## config.mk

```make
export PLATFORM = sky130hd
export DESIGN_NAME = ra_march_sdr
export DESIGN_NICKNAME = d
export VERILOG_FILES = /design/src/rtl/ra_march_sdr.sv
export SDC_FILE = /design/constraint.sdc
export NUM_CORES = 1
export LEC_CHECK = 0
export CAP_MARGIN = 25
export CORE_ASPECT_RATIO = 1.75
export CORE_MARGIN = 8
export CORE_UTILIZATION = 35
export DETAILED_ROUTE_END_ITERATION = 16
export PLACE_DENSITY = 0.82
export SLEW_MARGIN = 10
export SYNTH_ARGS = -nofsm -noshare
export SYNTH_HDL_FRONTEND = slang
export SYNTH_SLANG_ARGS = --single-unit
```

## constraint.sdc

```tcl
create_clock -name clk -period 3.7 [get_ports clk]
set_clock_uncertainty 0.1 [all_clocks]
set_input_delay 0.74 -clock clk [delete_from_list [all_inputs] [get_ports clk]]
set_output_delay 0.74 -clock clk [all_outputs]
set_load 0.02 [all_outputs]
```

## src/rtl/ra_march_sdr.sv

```systemverilog
// ra_march_sdr: March C- self-test sequencer and read-data checker for a 2r1w 64x72 array.
// Define RA_MARCH_DUAL_RD_EN to issue every read on both read ports and check both.
module ra_march_sdr #(
    parameter int RD_LAT  = 1,
    parameter int FAIL_CW = 8
) (
    input  logic               clk,
    input  logic               reset,
    input  logic               start,
    input  logic               bg_sel,
    output logic               rd0_enb,
    output logic [5:0]         rd0_adr,
    output logic               rd1_enb,
    output logic [5:0]         rd1_adr,
    input  logic [71:0]        rd0_dat,
    input  logic [71:0]        rd1_dat,
    output logic               wr0_enb,
    output logic [5:0]         wr0_adr,
    output logic [71:0]        wr0_dat,
    output logic               busy,
    output logic               done,
    output logic               fail,
    output logic [5:0]         fail_adr,
    output logic [FAIL_CW-1:0] fail_cnt
);
    typedef enum logic [1:0] {IDLE, RUN, DRAIN, DONE} state_t;
    state_t      state;
    logic [2:0]  elem, n_elem;
    logic [5:0]  adr, n_adr;
    logic        ph, n_ph, last, term, step, go, n_rd, n_inv, bg_r, mm;
    logic [71:0] bg, n_dat;
    logic [1:0]  drain;
    logic [71:0] exp_p [RD_LAT+1];
    logic [5:0]  adr_p [RD_LAT+1];
    logic        vld_p [RD_LAT+1];

    function automatic logic is_dn(input logic [2:0] e);
        return e == 3'd3 || e == 3'd4;
    endfunction

    function automatic logic is_rw(input logic [2:0] e);
        return e != 3'd0 && e != 3'd5;
    endfunction

    assign go = start && (state == IDLE || state == DONE);
    assign bg = (go ? bg_sel : bg_r) ? {36{2'b01}} : 72'd0;

    // Next array operation; elements 1..4 spend a read phase then a write phase per address.
    always_comb begin
        last   = elem == 3'd5 && adr == 6'd63;
        term   = adr == (is_dn(elem) ? 6'd0 : 6'd63);
        step   = is_rw(elem) && !ph;
        n_elem = go ? 3'd0 : (!step && term) ? elem + 3'd1 : elem;
        n_ph   = !go && step;
        n_adr  = go ? 6'd0 : step ? adr : term ? (is_dn(n_elem) ? 6'd63 : 6'd0) :
                 is_dn(elem) ? adr - 6'd1 : adr + 6'd1;
        n_rd   = n_elem == 3'd5 || (is_rw(n_elem) && !n_ph);
        n_inv  = n_rd ? (n_elem == 3'd2 || n_elem == 3'd4) : n_elem[0];
        n_dat  = n_inv ? ~bg : bg;
    end

`ifdef RA_MARCH_DUAL_RD_EN
    assign rd1_enb = rd0_enb;
    assign rd1_adr = rd0_adr;
    assign mm      = vld_p[RD_LAT] && (rd0_dat != exp_p[RD_LAT] || rd1_dat != exp_p[RD_LAT]);
`else
    logic unused_rd1;
    assign rd1_enb    = 1'b0;
    assign rd1_adr    = 6'd0;
    assign unused_rd1 = ^rd1_dat;
    assign mm         = vld_p[RD_LAT] && rd0_dat != exp_p[RD_LAT];
`endif

    always_ff @(posedge clk or negedge reset) begin
        if (!reset) begin
            state    <= IDLE;
            elem     <= 3'd0;
            adr      <= 6'd0;
            ph       <= 1'b0;
            bg_r     <= 1'b0;
            drain    <= 2'd0;
            rd0_enb  <= 1'b0;
            rd0_adr  <= 6'd0;
            wr0_enb  <= 1'b0;
            wr0_adr  <= 6'd0;
            wr0_dat  <= 72'd0;
            busy     <= 1'b0;
            done     <= 1'b0;
            fail     <= 1'b0;
            fail_adr <= 6'd0;
            fail_cnt <= '0;
            for (int i = 0; i <= RD_LAT; i++) begin
                vld_p[i] <= 1'b0;
                exp_p[i] <= 72'd0;
                adr_p[i] <= 6'd0;
            end
        end else begin
            rd0_enb  <= 1'b0;
            wr0_enb  <= 1'b0;
            vld_p[0] <= 1'b0;
            for (int i = 1; i <= RD_LAT; i++) begin
                vld_p[i] <= vld_p[i-1];
                exp_p[i] <= exp_p[i-1];
                adr_p[i] <= adr_p[i-1];
            end
            if (mm) begin
                fail <= 1'b1;
                if (!fail) fail_adr <= adr_p[RD_LAT];
                if (fail_cnt != '1) fail_cnt <= fail_cnt + 1'b1;
            end
            if (go || (state == RUN && !last)) begin
                state    <= RUN;
                busy     <= 1'b1;
                done     <= 1'b0;
                elem     <= n_elem;
                adr      <= n_adr;
                ph       <= n_ph;
                rd0_enb  <= n_rd;
                wr0_enb  <= !n_rd;
                rd0_adr  <= n_adr;
                wr0_adr  <= n_adr;
                wr0_dat  <= n_dat;
                vld_p[0] <= n_rd;
                exp_p[0] <= n_dat;
                adr_p[0] <= n_adr;
            end
            if (go) begin
                bg_r     <= bg_sel;
                fail     <= 1'b0;
                fail_adr <= 6'd0;
                fail_cnt <= '0;
            end
            if (state == RUN && last) begin
                state <= DRAIN;
                drain <= 2'(RD_LAT - 1);
            end
            if (state == DRAIN) begin
                drain <= drain - 2'd1;
                if (drain == 2'd0) begin
                    state <= DONE;
                    busy  <= 1'b0;
                    done  <= 1'b1;
                end
            end
        end
    end
endmodule
```

==> out/qor.txt <==
status = completed
PwrDens = 861 nW/um^2
post-CTS sizing = 0
width of the chip = 91.5 um
final WL = 11.1 mm
P_leak = 2.03 nW
worst-skew pair later-pin latency = 0.29 ns
synthesized-area fraction occupied by adder cells = 4.52%
IO Pins = 258
mux contribution to synthesized area = 4.84%
largest family of logic cells by synthesized area = simple AND/OR/NAND/NOR gates
first-pass GRT wire length = 16.6 mm
routed length per instance = 17.7 um
drt first pass iters = 4
DP Wirelength = 8.99 mm
Antenna Violating Nets Remaining = 0
synthesized cell area = 3490 um^2
die area = 13600 um^2
Compound-Gate Fraction of Synth Area = 9.86%
Required @ worst endpoint = 3.80 ns
largest net degree at the start of global routing = 46
layout cells sized above 1 = 4.59%
Final Max Slew Viols = 0
IO Port Bufs = 178
total number of vias = 3232
EDFF count, synth = 0
Via density = 5.16
Total GRT Usage = 15.2%
post-route DRC violation count = 0
yosys warns = 0
FF+latch count, synth = 45
Max Cap Violations = 0
Top FF cell, synth = dfrtp_1
CP Capture Type = flop
sequential area share after synthesis = 32.3%
Cells after Synth = 406
vias in the first global route = 3315
Setup Viol. Count Final = 0
RSZ-0062 raised after global routing = false
Antenna Cells = 0
critical path class = reg -> reg
relative slew slack = 34.9%
CTS Buffer Depth = 2
Clock transition at path regs = 0.07 ns
Async SR Flop Fraction = 100%
Least-Margin Pin Slew = 0.976 ns
XOR/XNOR share of the synthesized area = 3.01%
initial core utilization = 35.7%
Setup TNS = 0 ns
post-synth top area share = 32.3%
GP Congestion = 0.924
CTS Sinks = 45
WP data arrival = 3.55 ns
Min Clock Period, post-route = 3.45 ns
min-delay worst type = in -> async
fmax = 290 MHz
Nets = 660
leading area contributor after synthesis = dfrtp_1
top post-synthesis cells by count = buf_4 (91), dfrtp_1 (45), nor2_1 (34), nand2_1 (28), nand3_1 (18)
Yosys cell types = 55
TritonCTS clock tree = built
total global routing overflow = 0
core box area = 9790 um^2
post-synthesis area per instance = 8.60 um^2
count leader, synth = buf_4
Die H = 148 um
post-CTS setup buffers = 0
CP Max Fanout = 8
initial antenna violation count = 0
fin crit share = 93.3%
H-tree depth = 2
Simple-Gate Fraction of Synth Area = 23.0%
final hold vios = 0
CTS Hold Bufs = 0
Syn-to-layout area delta = 41.5%
leading post-synthesis cells by cell area = dfrtp_1 (32%), buf_4 (20%), ha_1 (3.9%), nor2_1 (3.7%), mux2i_1 (3.4%)
Final Util = 50.4%
highest ir drop seen on vdd = 0.000414 V
crit start category = flop
CTS Root Cell = clkbuf_16
CTS Buf Count = 5
DR iter-0 viols = 109
row cnt = 48
## worst paths after layout
path / slack, ns / from / cells past startpoint / end
min in group clk: 0.28 / vld_p[1] / 0 / vld_p[0]
hold / removal: 0.20 / reset / 1 / fail_adr[4]
setup / recovery: 0.25 / elem[0] / 12 / adr_p[8]
setup reg to reg: 0.25 / elem[0] / 12 / adr_p[8]
hold reg to reg: 0.28 / vld_p[1] / 0 / vld_p[0]
max in group asynchronous: 2.83 / reset / 2 / drain[1]
## power breakdown
part	internal (mW)	leakage [nW]	total, mW	switching [mW]
sequential	0.674	0.556	0.943	0.269
combinational	1.36	1.40	2.86	1.49
clock	0.254	0.0704	0.452	0.198
## per-stage QoR
stage | cells | hold slack (ns) | worst slack, ns | power [mW] | instance area, um^2
after global placement | 616 | 0.263 | 0.286 | 3.68 | 4740
after detailed placement | 616 | 0.268 | 0.247 | 3.78 | 4740
after CTS | 624 | 0.284 | 0.317 | 4.25 | 4890
final | 626 | 0.196 | 0.250 | 4.25 | 4940
after floorplan | 412 | 0.339 | 0.495 | 3.02 | 3510
after global routing | 626 | 0.201 | 0.0604 | 4.50 | 4940
## registers in the layout, indices dropped and copies added, names as in the netlist
name / flops
state: 2
drain: 2
bg_r: 1
fail: 1
elem: 3
exp_p: 4
fail_adr: 6
vld_p: 2
wr0_enb: 1
fail_cnt: 8
busy: 1
adr_p: 12
done: 1
ph: 1
## worst max-delay path: stages, from the launching register on
cell	delay (ns)
dfrtp_1	0.52
inv_1	0.16
ha_1	0.27
mux2i_4	0.15
inv_1	0.11
ha_1	0.36
and4_1	0.33
o31ai_1	0.18
nor4_1	0.31
a22oi_1	0.11
o211ai_1	0.21
nand4_1	0.33
o211ai_1	0.21
## logic make-up after synthesis
kind of cell             Yosys count
multiplexers                      15
flip-flops                        45
other                              1
AO/OA/AOI/OAI                     48
XOR/XNOR                          12
adder cells (fa/ha/maj)           12
buffers and inverters            116
AND/OR/NAND/NOR                  157
## routing by layer
metal,vias up,part of all wire [%],global-route usage [%]
met5,-,0,0
met4,0,2.7,6.43
met3,25,8.4,3.74
met2,158,55,30.7
met1,1537,33,13.4
li1,1512,-,-
## layout make-up
class / instances / area, um^2
Clock buffer: 5 / 125
Fill cell: 859 / 4850
Timing Repair Buffer: 183 / 1850
Clock inverter: 3 / 25.0
Multi-Input combinational cell: 251 / 1610
Tap cell: 125 / 156
Sequential cell: 45 / 1130
Inverter: 14 / 52.6
## cells in the final DEF (no fill, tap or decap), drive strengths merged, types with 5 or more instances in the layout
cell type and instances:
clkbuf 5, or4 7, nand3 18, o211ai 8, clkdlybuf4s50 177, xnor2 6
inv 15, conb 7, o21ai 7, nor3 12, ha 11, nand2 28
xor2 6, dfrtp 45, nor2 34, nor4 9, buf 6, and2 5
or3 13, and3 5, a21oi 9, nand4 15, mux2i 13
Note: power is estimated with default switching activity, not from simulation.
